## src/rtl/sy_ppl_bp_upd_arb_pkg.sv

```systemverilog
// ----------------------------------------------------------------------------
// sy_ppl_bp_upd_arb_pkg
// Shared types for the branch-predictor update arbiter: commit-side request,
// BHT/BTB update buses and the drain FSM state encoding.
// ----------------------------------------------------------------------------
package sy_ppl_bp_upd_arb_pkg;

    localparam int AWTH = 32;

    typedef struct packed {
        logic [AWTH-1:0] pc;
        logic [AWTH-1:0] target;
        logic            taken;
        logic            upd_bht;
        logic            upd_btb;
    } bp_upd_req_t;

    typedef struct packed {
        logic            vld;
        logic [AWTH-1:0] pc;
        logic            taken;
    } bht_update_t;

    typedef struct packed {
        logic            vld;
        logic [AWTH-1:0] pc;
        logic [AWTH-1:0] target_address;
    } btb_update_t;

    typedef enum logic [1:0] {
        IDLE  = 2'd0,
        DRAIN = 2'd1,
        HOLD  = 2'd2
    } bp_upd_arb_state_e;

    // A commit slot only matters if it asks for at least one predictor update.
    function automatic logic req_effective(input logic vld, input bp_upd_req_t req);
        return vld && (req.upd_bht || req.upd_btb);
    endfunction

endpackage

```

## src/rtl/sy_ppl_bp_upd_arb_if.sv

```systemverilog
// ----------------------------------------------------------------------------
// sy_ppl_bp_upd_arb_if
// Bundles the ROB-side request handshake and the predictor-side update buses.
//   upd_vld_i/upd_req_i/pause_i : ROB -> arbiter
//   upd_rdy_o                   : arbiter -> ROB backpressure
//   bht_update_o/btb_update_o   : arbiter -> predictor update ports
//   idle_o/ovf_o                : status
// slave modport is the arbiter, master modport is the commit/predictor side.
// ----------------------------------------------------------------------------
interface sy_ppl_bp_upd_arb_if;
    import sy_ppl_bp_upd_arb_pkg::*;

    logic [1:0]             upd_vld_i;
    bp_upd_req_t [1:0]      upd_req_i;
    logic                   upd_rdy_o;
    logic                   pause_i;
    bht_update_t            bht_update_o;
    btb_update_t            btb_update_o;
    logic                   idle_o;
    logic                   ovf_o;

    modport slave (
        input  upd_vld_i, upd_req_i, pause_i,
        output upd_rdy_o, bht_update_o, btb_update_o, idle_o, ovf_o
    );

    modport master (
        output upd_vld_i, upd_req_i, pause_i,
        input  upd_rdy_o, bht_update_o, btb_update_o, idle_o, ovf_o
    );

endinterface

```

## src/rtl/sy_ppl_bp_upd_fifo.sv

```systemverilog
// ----------------------------------------------------------------------------
// sy_ppl_bp_upd_fifo
// Two-write / one-read circular FIFO with occupancy count.
//   clk_i, rst_i  : clock, async active-low reset (pointers/count only)
//   i_wr_vld[1:0] : per-slot write enables; set bits are packed in slot order
//   i_wr_data     : per-slot write data
//   i_rd_en       : pop head (caller guarantees o_count != 0)
//   o_head        : current head entry
//   o_count       : occupancy, 0..DEPTH
// ----------------------------------------------------------------------------
module sy_ppl_bp_upd_fifo
    import sy_ppl_bp_upd_arb_pkg::*;
#(
    parameter int DEPTH = 4
) (
    input  logic                        clk_i,
    input  logic                        rst_i,
    input  logic [1:0]                  i_wr_vld,
    input  bp_upd_req_t [1:0]           i_wr_data,
    input  logic                        i_rd_en,
    output bp_upd_req_t                 o_head,
    output logic [$clog2(DEPTH):0]      o_count
);

    localparam int PW = $clog2(DEPTH);
    localparam int CW = PW + 1;

    bp_upd_req_t    r_mem [DEPTH];
    logic [PW-1:0]  r_wr_ptr;
    logic [PW-1:0]  r_rd_ptr;
    logic [CW-1:0]  r_count;
    logic [CW-1:0]  w_n_enq;
    logic [PW-1:0]  w_wr1_ptr;

    assign w_n_enq   = CW'(i_wr_vld[0]) + CW'(i_wr_vld[1]);
    // Slot 1 lands right behind slot 0, or at wr_ptr itself when alone.
    assign w_wr1_ptr = r_wr_ptr + PW'(i_wr_vld[0]);

    always_ff @(posedge clk_i) begin
        if (i_wr_vld[0]) r_mem[r_wr_ptr]  <= i_wr_data[0];
        if (i_wr_vld[1]) r_mem[w_wr1_ptr] <= i_wr_data[1];
    end

    always_ff @(posedge clk_i or negedge rst_i) begin
        if (!rst_i) begin
            r_wr_ptr <= '0;
            r_rd_ptr <= '0;
            r_count  <= '0;
        end else begin
            r_wr_ptr <= r_wr_ptr + PW'(w_n_enq);
            r_rd_ptr <= r_rd_ptr + PW'(i_rd_en);
            r_count  <= r_count + w_n_enq - CW'(i_rd_en);
        end
    end

    assign o_head  = r_mem[r_rd_ptr];
    assign o_count = r_count;

endmodule

```

## src/rtl/sy_ppl_bp_upd_arb.sv

```systemverilog
// ----------------------------------------------------------------------------
// sy_ppl_bp_upd_arb
// Queues up to two in-order commit-side predictor updates per cycle and
// drains one per cycle onto registered BHT/BTB update buses.
//   clk_i, rst_i : clock, async active-low reset
//   io (slave)   : request handshake, pause, update buses, idle/ovf status
// ----------------------------------------------------------------------------
module sy_ppl_bp_upd_arb
    import sy_ppl_bp_upd_arb_pkg::*;
#(
    parameter int DEPTH = 4
) (
    input  logic                    clk_i,
    input  logic                    rst_i,
    sy_ppl_bp_upd_arb_if.slave      io
);

    localparam int CW = $clog2(DEPTH) + 1;

    bp_upd_arb_state_e  r_state;
    bp_upd_arb_state_e  w_state_next;
    bht_update_t        r_bht;
    btb_update_t        r_btb;
    logic               r_ovf;

    logic [CW-1:0]      w_count;
    logic [CW-1:0]      w_count_next;
    logic [CW-1:0]      w_n_enq;
    logic [1:0]         w_eff;
    logic [1:0]         w_wr;
    logic               w_rdy;
    logic               w_deq;
    bp_upd_req_t        w_head;

    // Room for a full two-slot retire group; depends on registered count only.
    assign w_rdy = (CW'(DEPTH) - w_count) >= CW'(2);

    assign w_eff[0] = req_effective(io.upd_vld_i[0], io.upd_req_i[0]);
    assign w_eff[1] = req_effective(io.upd_vld_i[1], io.upd_req_i[1]);
    assign w_wr     = w_rdy ? w_eff : 2'b00;
    assign w_n_enq  = CW'(w_wr[0]) + CW'(w_wr[1]);

    // Pause takes effect on the same edge: DRAIN does not pop while pause_i.
    assign w_deq        = (r_state == DRAIN) && !io.pause_i && (w_count != '0);
    assign w_count_next = w_count + w_n_enq - CW'(w_deq);

    sy_ppl_bp_upd_fifo #(.DEPTH(DEPTH)) u_fifo (
        .clk_i     (clk_i),
        .rst_i     (rst_i),
        .i_wr_vld  (w_wr),
        .i_wr_data (io.upd_req_i),
        .i_rd_en   (w_deq),
        .o_head    (w_head),
        .o_count   (w_count)
    );

    always_comb begin
        w_state_next = r_state;
        case (r_state)
            IDLE:    if (w_n_enq != '0) w_state_next = io.pause_i ? HOLD : DRAIN;
            DRAIN:   if (io.pause_i)              w_state_next = HOLD;
                     else if (w_count_next == '0) w_state_next = IDLE;
            HOLD:    if (!io.pause_i) w_state_next = (w_count != '0) ? DRAIN : IDLE;
            default: w_state_next = IDLE;
        endcase
    end

    always_ff @(posedge clk_i or negedge rst_i) begin
        if (!rst_i) r_state <= IDLE;
        else        r_state <= w_state_next;
    end

    // Payload fields hold between pops; only the valids pulse for one cycle.
    always_ff @(posedge clk_i or negedge rst_i) begin
        if (!rst_i) begin
            r_bht <= '0;
            r_btb <= '0;
        end else if (w_deq) begin
            r_bht.vld            <= w_head.upd_bht;
            r_bht.pc             <= w_head.pc;
            r_bht.taken          <= w_head.taken;
            r_btb.vld            <= w_head.upd_btb;
            r_btb.pc             <= w_head.pc;
            r_btb.target_address <= w_head.target;
        end else begin
            r_bht.vld <= 1'b0;
            r_btb.vld <= 1'b0;
        end
    end

    // Any raw valid while not ready is a protocol violation by the ROB.
    always_ff @(posedge clk_i or negedge rst_i) begin
        if (!rst_i)                        r_ovf <= 1'b0;
        else if ((|io.upd_vld_i) && !w_rdy) r_ovf <= 1'b1;
    end

    assign io.upd_rdy_o    = w_rdy;
    assign io.bht_update_o = r_bht;
    assign io.btb_update_o = r_btb;
    assign io.idle_o       = (w_count == '0) && !r_bht.vld && !r_btb.vld;
    assign io.ovf_o        = r_ovf;

endmodule

```

## src/flat_wrapper.sv

```systemverilog
// flat-port wrapper written by rule: the top's interface ports become plain ports
module sy_ppl_bp_upd_arb_flat import sy_ppl_bp_upd_arb_pkg::*;
#(
    parameter int DEPTH = 4
)
  (clk_i, rst_i, io_upd_vld_i, io_upd_req_i, io_pause_i, io_upd_rdy_o, io_bht_update_o, io_btb_update_o, io_idle_o, io_ovf_o);
  sy_ppl_bp_upd_arb_if io_i ();
  input  logic clk_i;
  input  logic rst_i;
  input wire logic [$bits(io_i.upd_vld_i)-1:0] io_upd_vld_i;
  input wire logic [$bits(io_i.upd_req_i)-1:0] io_upd_req_i;
  input wire logic [$bits(io_i.pause_i)-1:0] io_pause_i;
  output wire logic [$bits(io_i.upd_rdy_o)-1:0] io_upd_rdy_o;
  output wire logic [$bits(io_i.bht_update_o)-1:0] io_bht_update_o;
  output wire logic [$bits(io_i.btb_update_o)-1:0] io_btb_update_o;
  output wire logic [$bits(io_i.idle_o)-1:0] io_idle_o;
  output wire logic [$bits(io_i.ovf_o)-1:0] io_ovf_o;
  assign io_i.upd_vld_i = io_upd_vld_i;
  assign io_i.upd_req_i = io_upd_req_i;
  assign io_i.pause_i = io_pause_i;
  assign io_upd_rdy_o = io_i.upd_rdy_o;
  assign io_bht_update_o = io_i.bht_update_o;
  assign io_btb_update_o = io_i.btb_update_o;
  assign io_idle_o = io_i.idle_o;
  assign io_ovf_o = io_i.ovf_o;
  sy_ppl_bp_upd_arb #(.DEPTH(DEPTH)) u_core (.clk_i(clk_i), .rst_i(rst_i), .io(io_i));
endmodule
```

## config.mk

```make
export PLATFORM = sky130hd
export DESIGN_NAME = sy_ppl_bp_upd_arb_flat
export DESIGN_NICKNAME = d
export VERILOG_FILES = /design/src/rtl/sy_ppl_bp_upd_arb_pkg.sv /design/src/rtl/sy_ppl_bp_upd_arb_if.sv /design/src/rtl/sy_ppl_bp_upd_fifo.sv /design/src/rtl/sy_ppl_bp_upd_arb.sv /design/src/flat_wrapper.sv
export SDC_FILE = /design/constraint.sdc
export NUM_CORES = 1
export LEC_CHECK = 0
export CAP_MARGIN = 20
export CORE_MARGIN = 1.5
export CORE_UTILIZATION = 50
export DETAILED_ROUTE_END_ITERATION = 16
export GPL_ROUTABILITY_DRIVEN = 0
export HOLD_SLACK_MARGIN = 0.03
export PLACE_DENSITY = 0.77
export SYNTH_ARGS = -nofsm -noshare
export SYNTH_HDL_FRONTEND = slang
export SYNTH_SLANG_ARGS = --single-unit
export TNS_END_PERCENT = 100
```

## constraint.sdc

```tcl
create_clock -name clk_i -period 3.7 [get_ports clk_i]
set_input_delay 0.74 -clock clk_i [delete_from_list [all_inputs] [get_ports clk_i]]
set_output_delay 0.74 -clock clk_i [all_outputs]
set_load 0.05 [all_outputs]
```

==> flow_summary.ini <==
[drt]
drt-wirelength-per-cell_microns = 22.7
dr.pass1.iters = 5
num_vias = 8914
via_per_inst = 5.56
drc_errors = 0
wl_microns = 36300
drt_iter0_drc = 456
drtAntennaViolNets = 0

[floorplan]
num_rows = 66
die_w_microns = 184
start_util_pct = 50.5
ioPinCount = 241
die_h_microns = 184
core_area_sq_um = 32400
die_area_sq_um = 33800

[setup_path]
slowest_stage = or4b_1
r2r_end = u_core.r_state[0]
cp.arrival_ps = 3990
crit_path_frequent_cell = ha_4
start_kind = register
crit_path_cell_trace = inv_1 -> ha_2 -> ha_4 -> nor3b_4 -> clkinvlp_4 -> nand2b_4 -> inv_6 -> ha_4 -> inv_2 -> ha_4 -> inv_2 -> ha_2 -> fa_2 -> xor3_1 -> or4b_1 -> a22o_1
cp.depth = 16
path_class = reg -> reg
cpPeakStageDelay_ps = 550
cpLargestDelayFamily = adder cells
r2r_start = u_core.u_fifo.o_count[1]
crit_required_ps = 4100
r2r_cells = 16
critPathMaxFanout = 3
path_buf_inv = 5
reg2reg_slack_ps = 110
endpoint_kind = register

[global_routing]
antenna_found_initial = 0
grt_start_max_net_pins = 69
grt_pass1_wl_microns = 55900
gr-total-overflow = 0
grt_pass1_vias = 9725
track_usage_pct = 22.0

[power_and_ir_drop]
leakage_nw = 7.18
switchingPower_mw = 7.15
pwr-share-clk_pct = 19.6
p_sw_share_pct = 36.4
peakVddDrop_uv = 772
power.internal_mw = 12.5
powerDensity_nw_per_um2 = 946
combPwrFrac_pct = 45.4
power_frac_seq_pct = 35.1
p_total_mw = 19.7

[logic_synthesis]
yosys_warnings = 0
synth.most_common_cell = edfxtp_1
synth_top_family_by_area = multiplexers
synth_cell_type_count = 34
synth-seq-area-share_pct = 61.0
synthSimpleGateAreaFrac_pct = 1.01
yosysTopAreaCell = edfxtp_1
syn_nets = 1039
synth_seq_cells = 345
synthTopCellsByArea = edfxtp_1 (49%), mux2_2 (18%), dfrtp_1 (12%)
synthCells = 888
muxShareOfSynthArea_pct = 32.2
synth_xor_area_share_pct = 0.413
synth_common_cells = edfxtp_1 (268), mux2_2 (257), dfrtp_1 (77), mux2_1 (76), mux4_2 (67)
synth_compound_area_share_pct = 0.467
syn_area_sq_um = 16300
async_flop_share_pct = 22.3
synth-edff-count = 268
yosys.area_share.adder_pct = 0.965
synth_top_area_share_pct = 49.2
avgSynthCellArea_sq_um = 18.4
yosys_most_used_dff = edfxtp_1

[sta]
slew_viol_final = 0
max_freq_ghz = 0.279
fin_crit_ps = 3590
whs_ps = 240
tightest_slew_ps = 671
finalSetupViolCount = 0
fin_setup_tns_ps = 0
period_share_pct = 97.0
slew_headroom_pct = 55.3
finalHoldViolations = 0
clock_skew_ps = 22.6
post-route-worst-setup-slack_ps = 112

[clocking]
cts_buffers = 39
clk_pin_slew_ps = 60
cts.htree.levels = 2
clock_sinks = 345
hold_buffers = 0
cts_tree = yes
cts_resized = 0
clockBufferDepth = 3
clkLatencyLatePin_ps = 520
cts-root-buf = clkbuf_16

[layout]
nFillCells = 2288
fin_nets = 1281
drive_gt1_share_pct = 38.7
post-route-cell-area_sq_um = 20800
antenna_cells = 0
area_delta_synth_final_pct = 27.1
fin_cells = 1602
final_util_pct = 64.2

[run]
maxCapViolCount = 0

[hold_path]
min_path_type = in -> async

[place]
placed_cell_area_sq_um = 19500
dp.cells = 1527
io_buffer_count = 240
preCtsSetupSlack_ps = -32.4
hpwl_microns = 22200

[status]
status = completed
[layout by cell type, fill, tap and decap left out, types with 3 or more instances in the layout]
| cell type | synthesis | layout |
|---|---|---|
| edfxtp_1 | 268 | 268 |
| mux2_2 | 257 | 257 |
| clkdlybuf4s50_1 | 0 | 239 |
| mux2_1 | 76 | 76 |
| dfrtp_1 | 77 | 75 |
| mux4_2 | 67 | 67 |
| clkbuf_16 | 0 | 39 |
| buf_12 | 0 | 26 |
| buf_4 | 37 | 20 |
| clkbuf_1 | 5 | 13 |
| inv_1 | 13 | 9 |
| ha_1 | 11 | 5 |
| bufinv_16 | 0 | 5 |
| clkinv_2 | 0 | 5 |
| inv_6 | 0 | 4 |
| nor2_1 | 4 | 4 |
| a31o_4 | 0 | 4 |
| ha_4 | 0 | 4 |
| xnor2_1 | 3 | 3 |
| clkinv_1 | 0 | 3 |
[power groups by stage]
| stage | Combinational (mW) | Sequential, mW | Clock (mW) |
|---|---|---|---|
| floorplan | 5.10 | 7.93 | 0 |
| global placement | 8.74 | 7.02 | 0 |
| detailed placement | 8.86 | 7.08 | 0 |
| CTS | 8.90 | 7.02 | 3.92 |
| global route | 9.38 | 7.05 | 4.08 |
| finish | 8.91 | 6.89 | 3.85 |
[cell families after synthesis]
logic type               Yosys count
AND/OR/NAND/NOR                   18
AO/OA/AOI/OAI                     10
adder cells (fa/ha/maj)           12
multiplexers                     400
buffers and inverters             97
XOR/XNOR                           6
flip-flops                       345
[area by class of cell]
type / count / area, sq um / share of cell area [%]
sequential: 345 / 9980 / 48.0
timing repair buffer: 285 / 3060 / 14.7
inverter: 13 / 57.6 / 0.277
tap: 442 / 553 / 2.66
clock inverter: 17 / 220 / 1.06
multi-input combinational: 446 / 5850 / 28.1
clock buffer: 54 / 1050 / 5.07
[sequential cells by signal, indices dropped and copies added, names as in the netlist]
signal,flops
u_core.u_fifo.r_mem,268
u_core.io.bht_update_o,34
u_core.io.btb_update_o,33
u_core.u_fifo.o_count,3
u_core.r_state,2
u_core.u_fifo.r_rd_ptr,2
u_core.u_fifo.r_wr_ptr,2
u_core.io.ovf_o,1
[metal layers]
| metal | global-route usage, % | vias to the layer above | routed length (microns) |
|---|---|---|---|
| met2 | 38.9 | 280 | 18700 |
| li1 | - | 3981 | - |
| met4 | 5.61 | 0 | 774 |
| met5 | 0 | - | 0 |
| met1 | 28.1 | 4599 | 15000 |
| met3 | 3.72 | 54 | 1840 |
[how the worst max path moves through the flow]
stage                        startpoint                 to  slack [ps]
6_report       u_core.u_fifo.o_count[1]  u_core.r_state[0]         110
3_3_place_gp            io_upd_req_i[1]  u_core.r_state[0]          60
2_1_floorplan  u_core.u_fifo.o_count[1]  u_core.r_state[0]        -270
3_5_place_dp            io_upd_req_i[0]  u_core.r_state[0]         -30
4_1_cts        u_core.u_fifo.o_count[0]  u_core.r_state[0]          80
5_1_grt        u_core.u_fifo.o_count[1]  u_core.r_state[0]         -10
[timing repair]
item | 4_1_cts | 5_1_grt
hold endpoints to repair | 0 | 0
endpoints found under the setup margin | 0 | 1
buffers inserted | 0 | 3
(Power assumes the default switching activity.)
